File: src/rtl/dffa_pkg.sv
// Shared constants and helpers for the dffa_pipe register pipeline.
package dffa_pkg;

    localparam int unsigned DFFA_DATA_WIDTH = 4;
    localparam int unsigned DFFA_DEPTH      = 4;

    // Width needed to hold an occupancy value in the range 0..depth.
    function automatic int unsigned dffa_cnt_width(input int unsigned depth);
        return $clog2(depth + 1);
    endfunction

endpackage

File: src/rtl/dffa_stage.sv
// One pipeline stage: a valid bit plus a data register, loaded whenever the stage is ready.
module dffa_stage
    import dffa_pkg::*;
#(
    parameter int unsigned             DATA_WIDTH  = DFFA_DATA_WIDTH,
    parameter logic [DATA_WIDTH-1:0]   RESET_VALUE = '0
) (
    input  logic                  clk,
    input  logic                  rst_n,
    input  logic                  clr,
    input  logic                  src_valid,
    input  logic [DATA_WIDTH-1:0] src_data,
    input  logic                  rdy_next,
    output logic                  vld,
    output logic [DATA_WIDTH-1:0] dat,
    output logic                  rdy
);

    // An empty stage always accepts, which is what collapses bubbles.
    assign rdy = !vld || rdy_next;

    always_ff @(posedge clk) begin
        if (!rst_n || clr) begin
            vld <= 1'b0;
            dat <= RESET_VALUE;
        end else if (rdy) begin
            vld <= src_valid;
            if (src_valid) begin
                dat <= src_data;
            end
        end
    end

endmodule

File: src/rtl/dffa_pipe.sv
// DEPTH-stage valid/ready register pipeline with bubble collapsing, flush and occupancy count.
module dffa_pipe
    import dffa_pkg::*;
#(
    parameter int unsigned             DATA_WIDTH  = DFFA_DATA_WIDTH,
    parameter int unsigned             DEPTH       = DFFA_DEPTH,
    parameter logic [DATA_WIDTH-1:0]   RESET_VALUE = '0
) (
    input  logic                                clk,
    input  logic                                rst_n,
    input  logic                                clr,
    input  logic                                in_valid,
    output logic                                in_ready,
    input  logic [DATA_WIDTH-1:0]               in_data,
    output logic                                out_valid,
    input  logic                                out_ready,
    output logic [DATA_WIDTH-1:0]               out_data,
    output logic [dffa_cnt_width(DEPTH)-1:0]    count
);

    localparam int unsigned CW = dffa_cnt_width(DEPTH);

    logic [DEPTH:0]          rdy;
    logic [DEPTH-1:0]        vld;
    logic [DATA_WIDTH-1:0]   dat [DEPTH];
    logic                    flush;
    logic                    accept;
    logic                    retire;

    assign flush    = !rst_n || clr;
    assign rdy[DEPTH] = out_ready;

    // Stage 0 is fed by the producer, every later stage by its predecessor.
    for (genvar i = 0; i < int'(DEPTH); i++) begin : g_stage
        logic                  src_v;
        logic [DATA_WIDTH-1:0] src_d;

        if (i == 0) begin : g_head
            assign src_v = in_valid;
            assign src_d = in_data;
        end else begin : g_body
            assign src_v = vld[i-1];
            assign src_d = dat[i-1];
        end

        dffa_stage #(
            .DATA_WIDTH  (DATA_WIDTH),
            .RESET_VALUE (RESET_VALUE)
        ) u_stage (
            .clk       (clk),
            .rst_n     (rst_n),
            .clr       (clr),
            .src_valid (src_v),
            .src_data  (src_d),
            .rdy_next  (rdy[i+1]),
            .vld       (vld[i]),
            .dat       (dat[i]),
            .rdy       (rdy[i])
        );
    end

    // Handshake is masked while flushing so nothing transfers during reset or clear.
    assign in_ready  = rdy[0] && !flush;
    assign out_valid = vld[DEPTH-1] && !flush;
    assign out_data  = dat[DEPTH-1];

    assign accept = in_valid && in_ready;
    assign retire = out_valid && out_ready;

    // Occupancy tracks accepts minus retires; equals the number of set valid bits.
    always_ff @(posedge clk) begin
        if (flush) begin
            count <= '0;
        end else if (accept && !retire) begin
            count <= count + CW'(1);
        end else if (retire && !accept) begin
            count <= count - CW'(1);
        end
    end

endmodule

File: config.mk
export PLATFORM = sky130hd
export DESIGN_NAME = dffa_pipe
export DESIGN_NICKNAME = d
export VERILOG_FILES = /design/src/rtl/dffa_pkg.sv /design/src/rtl/dffa_stage.sv /design/src/rtl/dffa_pipe.sv
export SDC_FILE = /design/constraint.sdc
export NUM_CORES = 1
export LEC_CHECK = 0
export BUFFER_PORTS_ARGS = -buffer_cell sky130_fd_sc_hd__buf_2
export CORE_ASPECT_RATIO = 1.25
export CORE_UTILIZATION = 48
export DETAILED_ROUTE_END_ITERATION = 16
export PLACE_DENSITY_LB_ADDON = 0.15
export SYNTH_ARGS = -nofsm -noshare
export SYNTH_HDL_FRONTEND = slang
export SYNTH_SLANG_ARGS = --single-unit
export TNS_END_PERCENT = 50
File: constraint.sdc
create_clock -name clk -period 2.2 [get_ports clk]
set_clock_uncertainty 0.2 [all_clocks]
set_input_delay 0 -clock clk [delete_from_list [all_inputs] [get_ports clk]]
set_output_delay 0 -clock clk [all_outputs]
set_load 0.005 [all_outputs]
==> results.sh, run 1 <==
export IMPL_fmax_ghz=0.456
export IMPL_ir_drop_v=0.000367
export IMPL_drt_iter0_drc=17
export IMPL_fillers=178
export IMPL_critical_path_class="reg2reg"
export IMPL_finalHoldViolations=0
export IMPL_die_x_um=44.0
export IMPL_tightest_slew_ns=0.429
export IMPL_initial_core_util=0.521
export IMPL_start_kind="register"
export IMPL_maxCapViolations=0
export IMPL_synth_area_sq_mm=0.00106
export IMPL_drc=0
export IMPL_syn_to_final_growth_pct=26.3
export IMPL_critPathSlowestCell="dfxtp_2"
export IMPL_clockBufferDepth=2
export IMPL_yosysUniqueCellTypes=26
export IMPL_finalSetupTns_ns=0
export IMPL_wirelength_um=2230
export IMPL_holdPathEnd="g_stage[3].u_stage.dat[1]"
export IMPL_slew_violations=0
export IMPL_critPathTopFamily="simple AND/OR/NAND/NOR gates"
export IMPL_antenna_found_initial=0
export IMPL_wl_per_cell_um=13.4
export IMPL_required_ns=2.26
export IMPL_r2r_end="count[2]"
export IMPL_critical_path_max_stage_delay_ns=0.35
export IMPL_cts_root_buf="clkbuf_4"
export IMPL_routed_via_density=5.66
export IMPL_p_per_area_mw_per_mm2=530
export IMPL_vias=946
export IMPL_fin_crit_ns=2.19
export IMPL_syn_num_nets=125
export IMPL_hold_depth=4
export IMPL_core_area_sq_mm=0.00203
export IMPL_nets=159
export IMPL_final_util=0.658
export IMPL_yosys_warnings=0
export IMPL_clk_pin_slew_worst_paths_ns=0.13
export IMPL_status="finished clean"
export IMPL_rr_worst_depth=9
export IMPL_antenna_left=0
export IMPL_cts_sinks=23
export IMPL_endpoint_kind="register"
export IMPL_grt_max_degree=25
export IMPL_path_max_fanout=2
export IMPL_crit_buf_inv=1
export IMPL_min_period_over_period=0.996
export IMPL_io_pins=18
export IMPL_n_antenna_cell=0
export IMPL_met1_length_um=987
export IMPL_rsz0062_at_grt="true"
export IMPL_cts_tree="done"
export IMPL_drive_gt1_frac=0.238
export IMPL_postSynthAreaPerCell_sq_um=9.26
export IMPL_grt_pass1_vias=876
export IMPL_layout_setup_ws_ns=0.00870
export IMPL_insertion_delay_ns=0.31
export IMPL_port_buffers=17
export IMPL_htreeDepth=1
export IMPL_worstHoldStart="clr"
export IMPL_dieArea_sq_mm=0.00239
export IMPL_rows=18
export IMPL_gp_congestion=0.733
export IMPL_setup_viol=0
export IMPL_arrival_ns=2.25
export IMPL_drt_pass1_iterations=6
export IMPL_die_h_um=54.4
export IMPL_yosysSeqAreaShare=0.436
export IMPL_highest_signal_layer="met4"
export IMPL_slew_headroom=0.713
export IMPL_dp_slack_ns=0.0142
export IMPL_rrSetupSlack_ns=0.009
export IMPL_grt_usage=0.216
export IMPL_hold_class="in2reg"
export IMPL_p_leak_nw=0.504
export IMPL_netlist_instances=114
export IMPL_synth_seq_cells=23
export IMPL_crit_path_cell_trace="and4b_4, a21oi_2, and2_1, ha_2, inv_1, fa_2, xor2_1, or3_1, a21oi_1"
export IMPL_hold_ws_ns=0.0367
export IMPL_hpwl_um=1430
export IMPL_overflow=0
export IMPL_route_met3_wl_um=59
export IMPL_regToRegStartpoint="g_stage[3].u_stage.vld"
export IMPL_grt_pass1_wl_um=3750
export IMPL_wl_met2_um=1140
export IMPL_cts_made_buffers=3
[worst min-delay path: cells and delay by family]
kind	cells	cell delay (ns)
buffers and inverters	2	0.33
and+or+nand+nor	1	0.15
AOI/OAI and AO/OA	1	0.05
[cell type report]
type / instances / area, sq um / share of cell area
clock buffers: 3 / 22.5 / 0.0169
clock inverters: 1 / 5.00 / 0.00375
inverters: 3 / 11.3 / 0.00844
multi-input cells: 80 / 537 / 0.402
flip-flops and latches: 23 / 463 / 0.347
well taps: 20 / 25.0 / 0.0188
repair buffers: 37 / 270 / 0.203
[placed cells by master, fill, tap and decap left out, drive strengths merged, types with 3 or more instances in the layout]
cell type    instances
nor2                 7
buf                 23
o21ai                5
inv                  3
a41oi                4
nand4                4
clkbuf               3
dfxtp               23
a21oi                9
o211ai               4
nand3                8
dlygate4sd3         14
nand2               13
nor4bb               4
mux2i                9
[synthesized netlist by cell type]
master	count	area, sq um
dfxtp_1	23	460
nand2_1	13	48.8
a21oi_1	9	45.0
mux2i_1	9	90.1
nand3_1	8	40.0
nor2_1	6	22.5
o21ai_0	5	25.0
a41oi_1	4	35.0
buf_4	4	30.0
nand4_1	4	25.0
nor4bb_1	4	40.0
o211ai_1	4	30.0
buf_2	3	15.0
inv_1	3	11.3
and2_1	2	12.5
nor2b_1	2	12.5
xor2_1	2	17.5
a21boi_2	1	11.3
and4b_4	1	13.8
buf_6	1	11.3
fa_1	1	20.0
ha_1	1	12.5
nand2b_1	1	6.26
nor2_2	1	6.26
or2b_1	1	7.51
or3_1	1	6.26
[what timing repair did]
| item | CTS | global route |
|---|---|---|
| buffers inserted | 1 | 0 |
| endpoints found under the setup margin | 1 | 1 |
| hold buffers | 14 | 0 |
| resized for setup | 1 | 1 |
| hold endpoints to repair | 11 | 0 |
[metal layers]
metal | GRT usage | vias up
met5 | 0 | -
met4 | 0.101 | 0
met3 | 0.0363 | 6
met2 | 0.403 | 22
met1 | 0.239 | 443
li1 | - | 475
[how the worst max path moves through the flow]
| stage | start | to | slack [ns] | cells after the start |
|---|---|---|---|---|
| after CTS | g_stage[3].u_stage.vld | count[2] | 0.006 | 9 |
| after global placement | g_stage[3].u_stage.vld | count[2] | 0.08 | 9 |
| after floorplan | g_stage[2].u_stage.vld | count[2] | -0.02 | 10 |
| final | g_stage[3].u_stage.vld | count[2] | 0.009 | 9 |
| after detailed placement | g_stage[3].u_stage.vld | count[2] | 0.01 | 9 |
| after global routing | g_stage[3].u_stage.vld | count[2] | -0.10 | 9 |
[through the flow]
stage | cell area, sq um | total power (W) | instances
2_1_floorplan | 1070 | 0.000479 | 114
3_3_place_gp | 1160 | 0.000496 | 148
3_5_place_dp | 1160 | 0.000498 | 148
4_1_cts | 1330 | 0.000714 | 167
5_1_grt | 1330 | 0.000745 | 167
6_report | 1330 | 0.000708 | 167
[sequential cells by signal, summed over array words and instances (netlist names)]
name                 cells
g_stage.u_stage.dat     16
count                    3
g_stage.u_stage.vld      4
[cells by family (layout without fill, tap and decap cells)]
| family | after synthesis | after routing | share of synthesized area |
|---|---|---|---|
| AOI/OAI and AO/OA | 23 | 23 | 0.139 |
| xor gates and xnor gates | 2 | 2 | 0.0166 |
| adders and majority gates | 2 | 2 | 0.0308 |
| buffers and inverters | 11 | 44 | 0.0640 |
| DFF | 23 | 23 | 0.436 |
| muxes | 9 | 9 | 0.0853 |
| and+or+nand+nor | 44 | 44 | 0.229 |
[power by group]
group / total, W / internal, W / switching [W] / leakage (nW)
sequential: 0.000429 / 0.000424 / 0.00000568 / 0.187
combinational: 0.0000778 / 0.0000410 / 0.0000367 / 0.299
clock: 0.000200 / 0.0000681 / 0.000132 / 0.0177
Note: power is estimated with default switching activity, not from simulation.
==> run 2, diff against run 1 <==
==> constraint.sdc (replaced) <==
create_clock -name clk -period 2.2 [get_ports clk]
set_clock_uncertainty 0.2 [all_clocks]
set_input_delay 0.44 -clock clk [delete_from_list [all_inputs] [get_ports clk]]
set_output_delay 0.44 -clock clk [all_outputs]
set_load 0.005 [all_outputs]
==> results.sh, run 2 (synthesis results as in run 1) <==
export IMPL_ir_drop_v=0.000398
export IMPL_critPathSlowestCell="dfxtp_2"
export IMPL_top_regs="g_stage.u_stage.dat (16), g_stage.u_stage.vld (4), count (3)"
export IMPL_grt_usage=0.216
export IMPL_drt_pass1_iterations=6
export IMPL_dpl_instance_area_sq_mm=0.00121
export IMPL_hpwl_um=1520
export IMPL_cts_made_buffers=3
export IMPL_crit_path_cell_trace="and4b_4, a21oi_4, and2_4, ha_4, inv_2, fa_2, xor2_1, or3_1, a21oi_2"
export IMPL_syn_to_final_growth_pct=20.1
export IMPL_largest_register="g_stage.u_stage.dat"
export IMPL_vias=897
export IMPL_p_per_area_mw_per_mm2=546
export IMPL_start_kind="register"
export IMPL_overflow=0
export IMPL_nets=152
export IMPL_fmax_ghz=0.457
export IMPL_insertion_delay_ns=0.31
export IMPL_hold_ws_ns=0.196
export IMPL_rsz0062_at_grt="true"
export IMPL_status="finished clean"
export IMPL_fin_crit_ns=2.19
export IMPL_dp_cells=155
export IMPL_finalHoldViolations=0
export IMPL_stdcell_count=160
export IMPL_antenna_found_initial=0
export IMPL_dieArea_sq_mm=0.00239
export IMPL_largest_reg_flops=16
export IMPL_power_frac_seq=0.620
export IMPL_cts_hold_buffers=0
export IMPL_grt_pass1_wl_um=3810
export IMPL_path_max_fanout=2
export IMPL_core_area_sq_mm=0.00203
export IMPL_endpoint_kind="register"
export IMPL_critPathTopFamily="simple AND/OR/NAND/NOR gates"
export IMPL_clk_pin_slew_worst_paths_ns=0.13
export IMPL_drive_gt1_frac=0.314
export IMPL_p_leak_nw=0.487
export IMPL_slew_violations=0
export IMPL_antenna_left=0
export IMPL_wl_per_cell_um=13.0
export IMPL_io_pins=18
export IMPL_port_buffers=17
export IMPL_die_h_um=54.4
export IMPL_gp_congestion=0.813
export IMPL_setup_viol=0
export IMPL_final_cell_mix="dfxtp_1, buf_2, nand2_1, buf_4, mux2i_1"
export IMPL_critical_path_max_stage_delay_ns=0.34
export IMPL_rows=18
export IMPL_grt_max_degree=25
export IMPL_min_period_over_period=0.995
export IMPL_wirelength_um=2090
export IMPL_cts_tree="done"
export IMPL_critical_path_class="reg2reg"
export IMPL_maxCapViolations=0
export IMPL_crit_buf_inv=1
export IMPL_power_w=0.000693
export IMPL_hold_class="in2reg"
export IMPL_p_switching_w=0.000166
export IMPL_required_ns=2.25
export IMPL_final_common_cell="dfxtp_1"
export IMPL_grt_pass1_vias=894
export IMPL_arrival_ns=2.24
export IMPL_final_area_sq_mm=0.00127
export IMPL_cts_sinks=23
export IMPL_n_antenna_cell=0
export IMPL_routed_via_density=5.61
export IMPL_die_x_um=44.0
export IMPL_power_frac_comb=0.104
export IMPL_p_clk_frac=0.277
export IMPL_cts_root_buf="clkbuf_4"
export IMPL_htreeDepth=1
export IMPL_swShare=0.240
export IMPL_drc=0
export IMPL_tightest_slew_ns=0.375
export IMPL_clockBufferDepth=2
export IMPL_slew_headroom=0.750
export IMPL_initial_core_util=0.521
export IMPL_drt_iter0_drc=16
export IMPL_p_int_w=0.000527
run 2: cell count changes in the layout (fill, tap and decap cells not counted):
| cell | change |
|---|---|
| buf_4 | +7 |
| inv_1 | -1 |
| and2_4 | +1 |
| dfxtp_1 | +1 |
| a21oi_4 | +1 |
| dlygate4sd3_1 | -14 |
| dfxtp_2 | -1 |
| ha_2 | -1 |
| and2_1 | -1 |
| a21oi_1 | -1 |
| inv_2 | +1 |
| ha_4 | +1 |
run 2: layout make-up:
class                   count  area [sq um]
inverters                   3          11.3
clock inverters             1          5.00
fillers                   179           758
multi-input cells          80           561
flip-flops and latches     23           462
clock buffers               3          22.5
repair buffers             30           183
well taps                  20          25.0
run 2: power by group through the flow:
stage	Combinational [W]	Sequential [W]	Clock, W
floorplan	0.0000421	0.000437	0
global placement	0.0000648	0.000439	0
detailed placement	0.0000673	0.000439	0
CTS	0.0000687	0.000429	0.000200
global route	0.0000798	0.000431	0.000214
finish	0.0000719	0.000429	0.000192
run 2: final timing paths:
check	from	end	slack, ns	depth (start not counted)
max	g_stage[3].u_stage.vld	count[2]	0.01	9
max reg2reg	g_stage[3].u_stage.vld	count[2]	0.01	9
min reg2reg	g_stage[2].u_stage.dat[1]	g_stage[2].u_stage.dat[1]	0.27	2
min	in_data[0]	g_stage[0].u_stage.dat[0]	0.20	3
run 2: routing by layer:
metal / vias to the layer above / GRT usage / wire length (um)
met3: 2 / 0.0231 / 58
met5: - / 0 / 0
met4: 0 / 0.116 / 16
li1: 457 / - / -
met1: 420 / 0.247 / 946
met2: 18 / 0.393 / 1070
run 2: what timing repair did:
item | 4_1_cts | 5_1_grt
buffers inserted | 1 | 0
resized for setup | 3 | 3
endpoints found under the setup margin | 1 | 1
pin swaps | 1 | 0
hold endpoints to repair | 0 | 0
run 2: stage by stage:
step                      setup slack (ns)   util  TNS (ns)
final                               0.0116  0.626         0
after global routing               -0.0693  0.626   -0.0693
after CTS                          -0.0427  0.616   -0.0427
after detailed placement            -0.288  0.596    -0.330
after global placement              -0.203  0.596    -0.229
after floorplan                     -0.102      -    -0.102
run 2: worst reg2reg max path, cell delays in order, from the launching register on:
cell     delay [ns]
dfxtp_2        0.34
and4b_4        0.22
a21oi_4        0.13
and2_4         0.16
ha_4           0.12
inv_2          0.03
fa_2           0.32
xor2_1         0.15
or3_1          0.32
a21oi_2        0.14
